[src/rtl/id00001001_dummy_pkg.sv]
// Shared definitions for the id00001001_dummy block: host access-type codes
// on conf_dbus, the processing FSM state type and the default IP identifier.
package id00001001_dummy_pkg;

  localparam logic [4:0] CONF_MEMIN   = 5'h00;
  localparam logic [4:0] CONF_MEMOUT  = 5'h01;
  localparam logic [4:0] CONF_CONFREG = 5'h02;
  localparam logic [4:0] CONF_PTR     = 5'h03;
  localparam logic [4:0] CONF_STATUS  = 5'h1E;
  localparam logic [4:0] CONF_ID      = 5'h1F;

  localparam logic [31:0] IP_ID_DEFAULT = 32'h0000_1001;

  typedef enum logic [1:0] {
    ST_IDLE = 2'd0,
    ST_RUN  = 2'd1,
    ST_DONE = 2'd2
  } state_t;

endpackage

[src/rtl/id00001001_dummy_mem.sv]
// Simple dual-port RAM: one synchronous write port and one registered read
// port. The read register only updates when re is high, so it holds its last
// value between reads. Storage itself is not reset.
//   clk, rst_n : clock, async active-low reset (read register only)
//   we/waddr/wdata : write port
//   re/raddr/rdata : registered read port (data valid after the read edge)
module id00001001_dummy_mem #(
  parameter  int unsigned DEPTH = 32,
  parameter  int unsigned WIDTH = 32,
  localparam int unsigned AW    = (DEPTH > 1) ? $clog2(DEPTH) : 1
) (
  input  logic             clk,
  input  logic             rst_n,
  input  logic             we,
  input  logic [AW-1:0]    waddr,
  input  logic [WIDTH-1:0] wdata,
  input  logic             re,
  input  logic [AW-1:0]    raddr,
  output logic [WIDTH-1:0] rdata
);

  logic [WIDTH-1:0] mem_q [DEPTH];
  logic [WIDTH-1:0] rdata_q;

  always_ff @(posedge clk) begin
    if (we) mem_q[waddr] <= wdata;
  end

  always_ff @(posedge clk or negedge rst_n) begin
    if (!rst_n)  rdata_q <= '0;
    else if (re) rdata_q <= mem_q[raddr];
  end

  assign rdata = rdata_q;

endmodule

[src/rtl/id00001001_dummy.sv]
// Dummy copy engine: the host fills an input memory, sets a word count and
// pulses start; the engine copies that many words to an output memory and
// raises a sticky done interrupt. Host access is decoded from conf_dbus.
//   clk, rst_a    : clock, async active-low reset
//   en_s          : core enable; when low all state holds
//   conf_dbus     : access-type selector for read/write strobes
//   write/read    : one-cycle host strobes
//   start         : one-cycle launch pulse
//   data_in       : host write data
//   data_out      : read data, valid one cycle after the read strobe
//   int_req       : interrupt flags, bit 0 = done
module id00001001_dummy
  import id00001001_dummy_pkg::*;
#(
  parameter int unsigned MEM_DEPTH = 32,
  parameter int unsigned DATA_W    = 32,
  parameter logic [31:0] IP_ID     = IP_ID_DEFAULT
) (
  input  logic              clk,
  input  logic              rst_a,
  input  logic              en_s,
  input  logic [4:0]        conf_dbus,
  input  logic              write,
  input  logic              read,
  input  logic              start,
  input  logic [DATA_W-1:0] data_in,
  output logic [DATA_W-1:0] data_out,
  output logic [15:0]       int_req
);

  localparam int unsigned AW = (MEM_DEPTH > 1) ? $clog2(MEM_DEPTH) : 1;

  state_t            state_q, state_d;
  logic [AW-1:0]     wr_ptr_q, wr_ptr_d;
  logic [AW-1:0]     rd_ptr_q, rd_ptr_d;
  logic [AW-1:0]     idx_q, idx_d;
  logic [AW-1:0]     cp_addr_q, cp_addr_d;
  logic              cp_vld_q, cp_vld_d;
  logic [DATA_W-1:0] conf_q, conf_d;
  logic [DATA_W-1:0] rd_reg_q, rd_reg_d;
  logic              rd_mem_q, rd_mem_d;
  logic              done_q, done_d;

  logic              busy;
  logic [31:0]       n_eff;
  logic [DATA_W-1:0] status;
  logic              min_we, min_re, mout_re;
  logic [DATA_W-1:0] min_rdata, mout_rdata;

  function automatic logic [AW-1:0] ptr_inc(input logic [AW-1:0] p);
    return (p == AW'(MEM_DEPTH - 1)) ? '0 : p + AW'(1);
  endfunction

  assign busy  = (state_q != ST_IDLE);
  assign n_eff = (32'(conf_q[5:0]) > 32'(MEM_DEPTH)) ? 32'(MEM_DEPTH) : 32'(conf_q[5:0]);

  always_comb begin
    status    = '0;
    status[1] = busy;
    status[0] = done_q;
  end

  always_comb begin
    state_d   = state_q;
    wr_ptr_d  = wr_ptr_q;
    rd_ptr_d  = rd_ptr_q;
    idx_d     = idx_q;
    cp_addr_d = cp_addr_q;
    cp_vld_d  = cp_vld_q;
    conf_d    = conf_q;
    rd_reg_d  = rd_reg_q;
    rd_mem_d  = rd_mem_q;
    done_d    = done_q;
    min_we    = 1'b0;
    min_re    = 1'b0;
    mout_re   = 1'b0;

    if (en_s) begin
      if (write) begin
        unique case (conf_dbus)
          CONF_MEMIN: if (!busy) begin
            min_we   = 1'b1;
            wr_ptr_d = ptr_inc(wr_ptr_q);
          end
          CONF_CONFREG: if (!busy) conf_d = data_in;
          CONF_STATUS:  if (data_in[0]) done_d = 1'b0;
          default: ;
        endcase
      end

      if (read) begin
        rd_mem_d = 1'b0;
        unique case (conf_dbus)
          CONF_MEMOUT: begin
            rd_mem_d = 1'b1;
            mout_re  = 1'b1;
            rd_ptr_d = ptr_inc(rd_ptr_q);
          end
          CONF_CONFREG: rd_reg_d = conf_q;
          CONF_STATUS:  rd_reg_d = status;
          CONF_ID:      rd_reg_d = DATA_W'(IP_ID);
          default:      rd_reg_d = '0;
        endcase
      end

      if (write && conf_dbus == CONF_PTR) begin
        wr_ptr_d = data_in[AW-1:0];
        rd_ptr_d = data_in[AW-1:0];
      end

      // The input RAM read is registered, so each copy lands in the output
      // RAM one cycle after its read; cp_vld/cp_addr carry that write.
      cp_vld_d = 1'b0;
      unique case (state_q)
        ST_IDLE: if (start) begin
          state_d = ST_RUN;
          done_d  = 1'b0;
          idx_d   = '0;
        end
        ST_RUN: begin
          if (n_eff == 32'd0) begin
            state_d = ST_DONE;
          end else begin
            min_re    = 1'b1;
            cp_vld_d  = 1'b1;
            cp_addr_d = idx_q;
            if (32'(idx_q) == n_eff - 32'd1) state_d = ST_DONE;
            else                             idx_d   = idx_q + AW'(1);
          end
        end
        ST_DONE: begin
          done_d  = 1'b1;
          state_d = ST_IDLE;
        end
        default: state_d = ST_IDLE;
      endcase
    end
  end

  always_ff @(posedge clk or negedge rst_a) begin
    if (!rst_a) begin
      state_q   <= ST_IDLE;
      wr_ptr_q  <= '0;
      rd_ptr_q  <= '0;
      idx_q     <= '0;
      cp_addr_q <= '0;
      cp_vld_q  <= 1'b0;
      conf_q    <= '0;
      rd_reg_q  <= '0;
      rd_mem_q  <= 1'b0;
      done_q    <= 1'b0;
    end else begin
      state_q   <= state_d;
      wr_ptr_q  <= wr_ptr_d;
      rd_ptr_q  <= rd_ptr_d;
      idx_q     <= idx_d;
      cp_addr_q <= cp_addr_d;
      cp_vld_q  <= cp_vld_d;
      conf_q    <= conf_d;
      rd_reg_q  <= rd_reg_d;
      rd_mem_q  <= rd_mem_d;
      done_q    <= done_d;
    end
  end

  id00001001_dummy_mem #(.DEPTH(MEM_DEPTH), .WIDTH(DATA_W)) u_mem_in (
    .clk   (clk),
    .rst_n (rst_a),
    .we    (min_we),
    .waddr (wr_ptr_q),
    .wdata (data_in),
    .re    (min_re),
    .raddr (idx_q),
    .rdata (min_rdata)
  );

  id00001001_dummy_mem #(.DEPTH(MEM_DEPTH), .WIDTH(DATA_W)) u_mem_out (
    .clk   (clk),
    .rst_n (rst_a),
    .we    (en_s && cp_vld_q),
    .waddr (cp_addr_q),
    .wdata (min_rdata),
    .re    (mout_re),
    .raddr (rd_ptr_q),
    .rdata (mout_rdata)
  );

  // MEMOUT reads come straight from the output RAM's read register; every
  // other read source is captured in rd_reg.
  assign data_out = rd_mem_q ? mout_rdata : rd_reg_q;
  assign int_req  = {15'b0, done_q};

endmodule

[config.mk]
export PLATFORM = sky130hd
export DESIGN_NAME = id00001001_dummy
export DESIGN_NICKNAME = d
export VERILOG_FILES = /design/src/rtl/id00001001_dummy_pkg.sv /design/src/rtl/id00001001_dummy_mem.sv /design/src/rtl/id00001001_dummy.sv
export SDC_FILE = /design/constraint.sdc
export NUM_CORES = 2
export LEC_CHECK = 0
export CAP_MARGIN = 20
export CORE_MARGIN = 1.5
export CORE_UTILIZATION = 33
export CTS_BUF_LIST = sky130_fd_sc_hd__clkbuf_2 sky130_fd_sc_hd__clkbuf_4 sky130_fd_sc_hd__clkbuf_8
export CTS_CLUSTER_SIZE = 14
export DETAILED_ROUTE_END_ITERATION = 12
export DONT_BUFFER_PORTS = 1
export PLACE_DENSITY = 0.51
export SYNTH_ARGS = -nofsm -noshare
export SYNTH_HDL_FRONTEND = slang
export SYNTH_SLANG_ARGS = --single-unit
[constraint.sdc]
create_clock -name clk -period 2.9 [get_ports clk]
set_clock_uncertainty 0.05 [all_clocks]
set_input_delay 0.29 -clock clk [delete_from_list [all_inputs] [get_ports clk]]
set_output_delay 0.29 -clock clk [all_outputs]
set_load 0.03 [all_outputs]
==> metrics.cfg <==
[outcome]
status = finished, violations left
violations = hold timing

[drt]
dr.pass1.iters = 5
wl_per_cell_um = 28.89
vias_per_cell = 5.108
wl_mm = 228.8
first_iter_violations = 3740
via_count = 40444
drc = 0
ant_nets = 0

[cts]
cts_made_buffers = 371
worstSkewPairLatency_ps = 1040
cts.htree.levels = 5
cts_sinks = 2201
cts_tree = built
postCtsSetupRepairBufs = 0
cts.path.max_buffers = 4
clkTransAtPathRegs_ps = 60
root_buffer = clkbuf_8

[critical_path]
cp_max_fo = 29
critPathLaunch = rd_mem_q
reg2reg_depth = 6
rr_startpoint = idx_q[0]
r2r_end = u_mem_in.rdata[13]
crit_type = register to output pin
crit_required_ps = 2560
startpoint_type = register
ff2ff_setup_slack_ps = 250
worst-endpoint-arrival_ps = 2380
endpoint = data_out[14]
setup.worst_path.end_class = output pin

[logic_synthesis]
synth_cell_types = 48
ys_ff_latch = 2201
syn-mean-instance-area_um2 = 22.75
synthTopCellsByArea = edfxtp_1 (73%), mux4_2 (16%), dfrtp_1 (4.5%)
syn_area_um2 = 84630
yosys_warnings = 0
synth_edf_count = 2048
syn_inst = 3720
synth-async-reset-ratio_pct = 6.951
yosysTopAreaCell = edfxtp_1
ys.flop_type = edfxtp_1
yosysSeqAreaShare_pct = 77.20
synth_top_area_share_pct = 72.67

[timing]
setup_slack_ps = 183.5
setup_viol = 0
finalCritPeriodShare_pct = 93.67
slew_viol_final = 0
setup_tns_ps = 0
rsz0062_at_grt = false
worst_slew_pin_slew_ps = 1063
period_minus_slack_ps = 2716
whs_ps = -1116
max_slew_margin_pct = 28.89
hold_violations = 153
max_freq_ghz = 0.3681

[placement]
dpl.hpwl_mm = 129.4
io_buffers = 0
dp_slack_ps = 288.6
dp.cells = 7146
gp_congestion = 0.7449

[global_route]
grt_max_degree = 154
overflow = 0
antenna_found_initial = 18
grt_pass1_vias = 41980
grt_pass1_wl_mm = 322.2
gr-usage-all-layers_pct = 17.64

[floorplan]
die_w_um = 509.4
core.rowCount = 185
dieArea_um2 = 259500
die_h_um = 509.4
start_util_pct = 33.24
io_pins = 91
core_um2 = 254600

[flow_run]
maxCapViolations = 0

[final_layout]
final_common_cell = edfxtp_1
final_cell_mix = edfxtp_1 (2048), mux4_2 (619), clkbuf_8 (412), buf_12 (154), dfrtp_1 (142)
fin_util_pct = 39.68
drive_gt1_share_pct = 36.99
nets = 4317
fin_cells = 7918
synthToLayoutAreaGrowth_pct = 19.39

[pwr]
finalPower_mw = 81.65
max-vdd-ir-drop_mv = 0.5254
power.leakage_nw = 31.74
powerDensity_nw_per_um2 = 808.1

[worst_hold_path]
worstHoldPathType = input port to asynchronous set/reset pin

## worst max-delay path, cell delays in order (launching register included)
cell     delay (ps)
dfrtp_2         410
buf_6           310
mux2_2          560
## worst min-delay path by stage
stage / slack (ps) / cells past startpoint / end
finish: -1120 / 0 / conf_q[23]
global route: -1210 / 0 / conf_q[23]
CTS: -1260 / 0 / conf_q[23]
detailed placement: -40 / 0 / u_mem_in.rdata[24]
floorplan: -60 / 0 / conf_q[0]
global placement: -40 / 0 / conf_q[23]
## cell families (layout without fill, tap and decap cells)
logic type	Yosys count	after routing	share of synthesized area (%)
flops	2201	2201	77.20
mux	780	780	18.48
simple gates	306	306	1.607
buf+inv	229	1040	1.269
compound gates	189	189	1.257
fa+ha+maj	9	9	0.1331
xor+xnor	5	5	0.05175
other cells	1	22	0.004431
## cell usage after synthesis (all sizes together), types with 4 or more instances
cell type,number
mux4,619
nand2,83
nor2b,24
nand2b,5
a21oi,96
xnor2,5
nor4,5
a211oi,22
inv,7
edfxtp,2048
nor3b,4
o21ai,48
nand3b,7
nor2,141
or3,4
ha,9
mux2i,90
mux2,71
dfrtp,153
nor3,8
clkbuf,99
and3,5
buf,123
a21o,4
nand3,10
## power by group
part	total (mW)	switching (mW)	leakage [nW]	internal (mW)
Sequential	38.7	1.24	20.3	37.5
Clock	27.2	12.3	3.85	14.9
Combinational	15.7	7.92	7.60	7.83
## layout make-up
| class | count | area (um2) |
|---|---|---|
| diodes | 7 | 17.52 |
| clock buffers | 523 | 6504 |
| clock inverters | 130 | 723.2 |
| fillers | 22664 | 153600 |
| inverters | 7 | 26.28 |
| multi-input cells | 1304 | 18790 |
| flip-flops and latches | 2201 | 65360 |
| well taps | 3366 | 4212 |
| repair buffers | 380 | 5404 |
## registers in the layout, summed over array words and instances (netlist names)
register and count:
state_q 2, done_q 1, rd_ptr_q 5, idx_q 5, u_mem_in.rdata 32, conf_q 32, rd_reg_q 32, rd_mem_q 1
wr_ptr_q 5, cp_vld_q 1, u_mem_in.mem_q 1024, u_mem_out.mem_q 1024, u_mem_out.rdata 32, cp_addr_q 5
## timing repair
item / 4_1_cts / 5_1_grt
setup endpoints to repair: 22 / 0
hold buffers: 68 / 8
hold endpoints to repair: 1652 / 175
resized for setup: 1 / 0
## metrics by stage
stage / cell area (um2) / hold slack (ps)
floorplan: 84680 / -55.59
global placement: 91960 / -38.45
detailed placement: 92020 / -37.53
CTS: 100100 / -1255
global route: 101000 / -1207
finish: 101000 / -1116
## metal layers
metal	GRT usage (%)	share of wire, %
met1	22.98	41
met2	29.86	51
met3	3.232	5.3
met4	5.622	2.8
met5	0	0.046
Note: power is estimated with default switching activity, not from simulation.
